$ cat config.mk
export PLATFORM = sky130hd
export DESIGN_NAME = bus_master
export DESIGN_NICKNAME = d
export VERILOG_FILES = /design/src/rtl/bus_master_pkg.sv /design/src/rtl/bus_master_in.sv /design/src/rtl/bus_master.sv
export SDC_FILE = /design/constraint.sdc
export NUM_CORES = 1
export LEC_CHECK = 0
export BUFFER_PORTS_ARGS = -buffer_cell sky130_fd_sc_hd__buf_2
export CAP_MARGIN = 40
export CORE_AREA = 2 2 99 101
export CTS_CLUSTER_SIZE = 24
export DETAILED_ROUTE_END_ITERATION = 10
export DIE_AREA = 0 0 101 103
export GPL_TIMING_DRIVEN = 0
export PLACE_DENSITY = 0.89
export REMOVE_ABC_BUFFERS = 1
export SLEW_MARGIN = 20
export SYNTH_ARGS = -nofsm -noshare
export SYNTH_HDL_FRONTEND = slang
export SYNTH_SLANG_ARGS = --single-unit
$ cat constraint.sdc
create_clock -name clk -period 5.25 [get_ports clk]
set_clock_uncertainty 0.2 [all_clocks]
set_input_delay 1.575 -clock clk [delete_from_list [all_inputs] [get_ports clk]]
set_output_delay 1.575 -clock clk [all_outputs]
set_load 0.01 [all_outputs]
$ cat src/rtl/bus_master_pkg.sv
// Shared definitions for the serial bus master: command encodings, FSM states,
// default widths and a small width helper.
package bus_master_pkg;

  localparam int DEF_ADDR_LEN  = 12;
  localparam int DEF_DATA_LEN  = 8;
  localparam int DEF_BURST_LEN = 12;
  localparam int DEF_SLAVE_LEN = 2;

  localparam logic [1:0] INSTR_WRITE = 2'b10;
  localparam logic [1:0] INSTR_READ  = 2'b11;

  typedef enum logic [3:0] {
    S_IDLE,
    S_REQ,
    S_SEL,
    S_WAIT_ADDR,
    S_ADDR,
    S_WAIT_W,
    S_WDATA,
    S_RDATA,
    S_DONE
  } state_t;

  function automatic int max3(input int a, input int b, input int c);
    int m;
    m = (a > b) ? a : b;
    return (m > c) ? m : c;
  endfunction

endpackage

$ cat src/rtl/bus_master_in.sv
// Read-side deserializer: shifts rx_data in MSB first on every slave_valid
// while enabled and publishes each completed word with a one-cycle new_rx.
module bus_master_in
  import bus_master_pkg::*;
#(
  parameter int DATA_LEN = DEF_DATA_LEN
) (
  input  logic                clk,
  input  logic                reset,
  input  logic                enable,
  input  logic                slave_valid,
  input  logic                rx_data,
  output logic                master_ready,
  output logic                word_done,
  output logic                new_rx,
  output logic [DATA_LEN-1:0] read_data
);

  localparam int CNT_W = $clog2(DATA_LEN) + 1;
  localparam logic [CNT_W-1:0] LAST_BIT = CNT_W'(DATA_LEN - 1);

  logic [CNT_W-1:0]    bit_cnt;
  logic [DATA_LEN-1:0] shift_q;
  logic [DATA_LEN-1:0] shift_next;
  logic                take_bit;

  assign master_ready = enable;
  assign take_bit     = enable && slave_valid;
  assign shift_next   = {shift_q[DATA_LEN-2:0], rx_data};
  // Combinational strobe so the FSM can stop requesting bits right after the last one.
  assign word_done    = take_bit && (bit_cnt == LAST_BIT);

  always_ff @(posedge clk or negedge reset) begin
    if (!reset) begin
      bit_cnt   <= '0;
      shift_q   <= '0;
      new_rx    <= 1'b0;
      read_data <= '0;
    end else begin
      new_rx <= 1'b0;
      if (take_bit) begin
        shift_q <= shift_next;
        if (bit_cnt == LAST_BIT) begin
          bit_cnt   <= '0;
          read_data <= shift_next;
          new_rx    <= 1'b1;
        end else begin
          bit_cnt <= bit_cnt + 1'b1;
        end
      end
    end
  end

endmodule

$ cat src/rtl/bus_master.sv
// Serial bus master: latches a switch command, arbitrates for the bus, then
// serially sends select/address/burst and streams write data or collects reads.
module bus_master
  import bus_master_pkg::*;
#(
  parameter int ADDR_LEN  = DEF_ADDR_LEN,
  parameter int DATA_LEN  = DEF_DATA_LEN,
  parameter int BURST_LEN = DEF_BURST_LEN,
  parameter int SLAVE_LEN = DEF_SLAVE_LEN
) (
  input  logic                 clk,
  input  logic                 reset,
  input  logic [ADDR_LEN-1:0]  address,
  input  logic [DATA_LEN-1:0]  data,
  input  logic [BURST_LEN-1:0] burst_num,
  input  logic [SLAVE_LEN-1:0] slave_select,
  input  logic [1:0]           instruction,
  input  logic                 approval_grant,
  input  logic                 busy,
  input  logic                 slave_ready,
  input  logic                 slave_valid,
  input  logic                 rx_data,
  output logic                 approval_request,
  output logic                 tx_slave_select,
  output logic                 tx_address,
  output logic                 tx_burst_number,
  output logic                 tx_data,
  output logic                 master_valid,
  output logic                 master_ready,
  output logic                 tx_done,
  output logic                 write_en,
  output logic                 read_en,
  output logic                 new_rx,
  output logic [DATA_LEN-1:0]  read_data
);

  localparam int CNT_W = $clog2(max3(ADDR_LEN, DATA_LEN, SLAVE_LEN)) + 1;
  localparam logic [CNT_W-1:0] SEL_LAST  = CNT_W'(SLAVE_LEN - 1);
  localparam logic [CNT_W-1:0] ADDR_LAST = CNT_W'(ADDR_LEN - 1);
  localparam logic [CNT_W-1:0] DATA_LAST = CNT_W'(DATA_LEN - 1);

  state_t               state, state_next;
  logic                 op_write_q;
  logic [SLAVE_LEN-1:0] sel_sh;
  logic [ADDR_LEN-1:0]  addr_sh;
  logic [BURST_LEN-1:0] burst_q;
  logic [BURST_LEN-1:0] burst_sh;
  logic [DATA_LEN-1:0]  data_q;
  logic [DATA_LEN-1:0]  data_sh;
  logic [CNT_W-1:0]     bit_cnt;
  // One bit wider than burst_num so an all-ones burst counts 2^BURST_LEN words.
  logic [BURST_LEN:0]   word_cnt;
  logic [BURST_LEN:0]   words_total;
  logic                 last_word;
  logic                 rd_enable;
  logic                 rd_word_done;

  assign words_total = {1'b0, burst_q} + 1'b1;
  assign last_word   = (word_cnt + 1'b1) == words_total;
  assign rd_enable   = (state == S_RDATA) && (word_cnt != words_total);

  // NOTE: state and datapath registers use non-blocking assignments so every
  // flop samples pre-edge values regardless of process ordering.
  always_ff @(posedge clk or negedge reset) begin
    if (!reset) state <= S_IDLE;
    else        state <= state_next;
  end

  always_comb begin
    // NOTE: default first; any path leaving state_next unassigned would infer a latch.
    state_next = state;
    case (state)
      S_IDLE:      if (instruction[1]) state_next = S_REQ;
      S_REQ:       if (approval_grant && !busy) state_next = S_SEL;
      S_SEL:       if (bit_cnt == SEL_LAST) state_next = S_WAIT_ADDR;
      S_WAIT_ADDR: if (slave_ready) state_next = S_ADDR;
      S_ADDR:      if (bit_cnt == ADDR_LAST) state_next = op_write_q ? S_WAIT_W : S_RDATA;
      S_WAIT_W:    if (slave_ready) state_next = S_WDATA;
      S_WDATA:     if (bit_cnt == DATA_LAST) state_next = last_word ? S_DONE : S_WAIT_W;
      S_RDATA:     if (new_rx && word_cnt == words_total) state_next = S_DONE;
      S_DONE:      state_next = S_IDLE;
      default:     state_next = S_IDLE;
    endcase
  end

  // Command latch, serial shifters and counters.
  always_ff @(posedge clk or negedge reset) begin
    if (!reset) begin
      op_write_q <= 1'b0;
      sel_sh     <= '0;
      addr_sh    <= '0;
      burst_q    <= '0;
      burst_sh   <= '0;
      data_q     <= '0;
      data_sh    <= '0;
      bit_cnt    <= '0;
      word_cnt   <= '0;
    end else begin
      case (state)
        S_IDLE: if (instruction[1]) begin
          op_write_q <= (instruction == INSTR_WRITE);
          sel_sh     <= slave_select;
          addr_sh    <= address;
          burst_q    <= burst_num;
          burst_sh   <= burst_num;
          data_q     <= data;
          bit_cnt    <= '0;
          word_cnt   <= '0;
        end
        S_SEL: begin
          sel_sh  <= sel_sh << 1;
          bit_cnt <= (bit_cnt == SEL_LAST) ? '0 : bit_cnt + 1'b1;
        end
        S_ADDR: begin
          // Zeros shift in behind the burst count, so it reads 0 once exhausted.
          addr_sh  <= addr_sh << 1;
          burst_sh <= burst_sh << 1;
          bit_cnt  <= (bit_cnt == ADDR_LAST) ? '0 : bit_cnt + 1'b1;
        end
        S_WAIT_W: if (slave_ready) data_sh <= data_q;
        S_WDATA: begin
          data_sh <= data_sh << 1;
          if (bit_cnt == DATA_LAST) begin
            bit_cnt  <= '0;
            word_cnt <= word_cnt + 1'b1;
          end else begin
            bit_cnt <= bit_cnt + 1'b1;
          end
        end
        S_RDATA: if (rd_word_done) word_cnt <= word_cnt + 1'b1;
        default: ;
      endcase
    end
  end

  always_comb begin
    approval_request = 1'b0;
    tx_slave_select  = 1'b0;
    tx_address       = 1'b0;
    tx_burst_number  = 1'b0;
    tx_data          = 1'b0;
    master_valid     = 1'b0;
    tx_done          = 1'b0;
    write_en         = 1'b0;
    read_en          = 1'b0;
    case (state)
      S_REQ: approval_request = 1'b1;
      S_SEL: begin
        master_valid    = 1'b1;
        tx_slave_select = sel_sh[SLAVE_LEN-1];
      end
      S_ADDR: begin
        master_valid    = 1'b1;
        tx_address      = addr_sh[ADDR_LEN-1];
        tx_burst_number = burst_sh[BURST_LEN-1];
      end
      S_WDATA: begin
        master_valid = 1'b1;
        tx_data      = data_sh[DATA_LEN-1];
      end
      S_DONE: tx_done = 1'b1;
      default: ;
    endcase
    if (state inside {S_SEL, S_WAIT_ADDR, S_ADDR, S_WAIT_W, S_WDATA, S_RDATA}) begin
      write_en = op_write_q;
      read_en  = !op_write_q;
    end
  end

  bus_master_in #(
    .DATA_LEN(DATA_LEN)
  ) u_in (
    .clk          (clk),
    .reset        (reset),
    .enable       (rd_enable),
    .slave_valid  (slave_valid),
    .rx_data      (rx_data),
    .master_ready (master_ready),
    .word_done    (rd_word_done),
    .new_rx       (new_rx),
    .read_data    (read_data)
  );

endmodule

==> impl_metrics.tcl <==
set metrics [dict create \
    dp_cells 740 \
    fin_setup_tns_ns 0 \
    max_freq_ghz 0.213 \
    use_met3_pct 3.86 \
    ys.flop_type "dfrtp_1" \
    grt_setup_unrepaired "false" \
    use_met1_pct 35.2 \
    synth_warnings 0 \
    postCtsResizedCells 0 \
    cts_buffers 9 \
    report.final.slew_viol_count 0 \
    drv_cap 0 \
    status "finished, final reports clean" \
    synth_edf_count 0 \
    p_total_uw 1610 \
    drive_gt1_share_pct 18.6 \
    start_util_pct 57.5 \
    top_usage_layer "met2" \
    post-route-min-period_ns 4.69 \
    yosysTopAreaCell "dfrtp_1" \
    pwr-share-clk_pct 32.4 \
    p_int_uw 1170 \
    gr-usage-met2_pct 42.8 \
    crit_required_ns 3.48 \
    synth-seq-cells 97 \
    worstSetupStartpoint "burst_q[0]$_DFFE_PN0P_" \
    share_seq_of_total_power_pct 53.1 \
    swShare_pct 27.3 \
    dieArea_sq_um 10400 \
    hold_ws_ns 0.279 \
    cts_tree "done" \
    die_w_um 101 \
    worst_pin_slew_ns 0.843 \
    p_leak_uw 0.00300 \
    clockRootBuffer "clkbuf_8" \
    slew_headroom_pct 43.5 \
    min_path_cells 2 \
    fin_crit_sh_pct 89.3 \
    switchingPower_uw 441 \
    clk_pin_slew_ns 0.09 \
    cts_buffer_depth 2 \
    ys_top_cells_by_area "dfrtp_1 45%, nand2_1 9.8%, mux2_2 3.7%" \
    postCtsSetupRepairBufs 0 \
    via_per_inst 6.24 \
    grt_util_all_layers_pct 26.2 \
    routabilityCongestion 0.899 \
    synth_area_sq_um 5440 \
    power.density_nw_per_um2 265 \
    synthCells 592 \
    placed_cell_area_sq_um 5850 \
    hold_violations 0 \
    vdd_drop_max_mv 0.180 \
    reg2reg_to "u_in.read_data[5]$_DFFE_PN0P_" \
    grt_pass1_wl_um 21600 \
    synth_top_area_share_pct 44.6 \
    grt-ovfl-total 0 \
    drc 0 \
    fp.coreArea_sq_um 9460 \
    final_cells 759 \
    share_comb_of_total_power_pct 14.5 \
    clkLatencyLatePin_ns 0.38 \
    n_antenna_cell 0 \
    setup_violations 0 \
    synth_area_per_cell_sq_um 9.19 \
    ys_seq_area_share_pct 44.6 \
    crit_fanout 9 \
    reg2regPathDepth 9 \
    antenna_found_initial 0 \
    num_rows 36 \
    cts_max_level 3 \
    yosysUniqueCellTypes 68 \
    hold_path_class "flop to flop" \
    nets 689 \
    chipHeight_um 103 \
    startpoint_type "flop" \
    wl_um 12800 \
    endpoint_kind "output pin" \
    hold_buffers 0 \
    arrival_ns 2.91 \
    io_pins 62 \
    cts.sinks 97 \
    drt-pass1-iter-count 5 \
    grt_max_degree 77 \
    min_from "addr_sh[11]$_DFFE_PN0P_" \
    hold_end "addr_sh[11]$_DFFE_PN0P_" \
    dp_hpwl_um 9260 \
    drtIter0Drc 370 \
    n_fill_cell 749 \
    area_growth_syn_to_layout_pct 11.9 \
    r2r_setup_slack_ns 1.76 \
    place.port_buffers 61 \
    postRouteAntennaNets 0 \
    async_flop_share_pct 100 \
    vias 4733 \
    critPathKind "flop to output pin" \
    grt_pass1_vias 4533 \
    multiInputGateArea_sq_um 2830 \
    r2r_start "burst_q[0]$_DFFE_PN0P_" \
    seqCellArea_sq_um 2430 \
    postLayoutCellArea_sq_um 6090 \
    wl_per_cell_um 16.9 \
]
[state kept, by name, summed over array words and instances (netlist names), 7 cells and up]
register	count
word_cnt	13
u_in.shift_q	7
data_q	8
burst_sh	12
burst_q	12
data_sh	8
u_in.read_data	8
addr_sh	12
[stage by stage]
step | util, % | worst slack, ns
after floorplan | - | 1.38
after global placement | 60.8 | 0.702
after detailed placement | 61.8 | 0.972
after CTS | 64.1 | 0.569
after global routing | 64.4 | 0.417
final | 64.4 | 0.562
[power groups by stage]
stage	combinational, uW	sequential [uW]	clock, uW
after floorplan	127	870	0
after global placement	212	861	0
after detailed placement	231	870	0
after CTS	232	855	522
after global routing	257	865	555
final	234	857	523
[synth_stat cells, types with 6 or more instances]
cell,number
and4_1,6
xor2_1,8
nor3_1,17
o31ai_1,17
inv_1,15
clkbuf_1,23
a22oi_1,14
a21oi_1,14
dfrtp_1,97
mux2_2,18
xnor3_1,6
nand4_1,6
mux2i_1,10
and2_1,6
xnor2_1,10
nand2_1,142
and3_1,13
nand3_1,25
o21ai_0,22
nand2b_1,6
nor2_1,30
[layout make-up]
type | count | share of cell area (%)
multi-input combinational | 448 | 46.5
clock inverter | 4 | 0.965
tap | 114 | 2.34
clock buffer | 11 | 2.49
timing repair buffer | 70 | 6.90
inverter | 15 | 0.924
sequential | 97 | 39.9
[cells in the final DEF, fill, tap and decap left out, types with 11 or more instances in the layout]
| cell type | instances |
|---|---|
| nand2_1 | 142 |
| dfrtp_1 | 97 |
| buf_2 | 60 |
| nor2_1 | 29 |
| nand3_1 | 25 |
| o21ai_0 | 21 |
| mux2_2 | 18 |
| o31ai_1 | 17 |
| inv_1 | 15 |
| nor3_1 | 15 |
| a21oi_1 | 14 |
| a22oi_1 | 14 |
| and3_1 | 12 |
| clkbuf_8 | 11 |
[worst max-delay path, cell delays in order, from the launching register on]
cell	delay [ns]
dfrtp_1	0.47
ha_1	0.36
nand2_1	0.24
or4b_1	0.50
and4b_1	0.26
nor4_4	0.39
a21oi_1	0.16
buf_2	0.17
[kinds of logic after synthesis]
logic type	synth area share (%)
muxes	5.56
and+or+nand+nor	24.6
buffers and inverters	3.59
DFF	44.6
AOI/OAI and AO/OA	14.7
adders and majority gates	1.15
xor gates and xnor gates	5.82
[worst max path at each step]
| stage | endpoint | slack, ns | depth (start not counted) |
|---|---|---|---|
| finish | master_ready | 0.56 | 7 |
| global placement | burst_sh[0]$_DFFE_PN0P_ | 0.70 | 4 |
| CTS | master_ready | 0.57 | 7 |
| detailed placement | master_ready | 0.97 | 7 |
| floorplan | master_ready | 1.38 | 6 |
| global route | master_ready | 0.42 | 7 |
[routing by layer]
| layer | vias to the layer above | part of all wire, % |
|---|---|---|
| met4 | 0 | 3.0 |
| met2 | 193 | 48 |
| met5 | - | 0 |
| met3 | 36 | 5.9 |
| li1 | 2204 | - |
| met1 | 2300 | 43 |
Power figures use the tool's default switching activity.
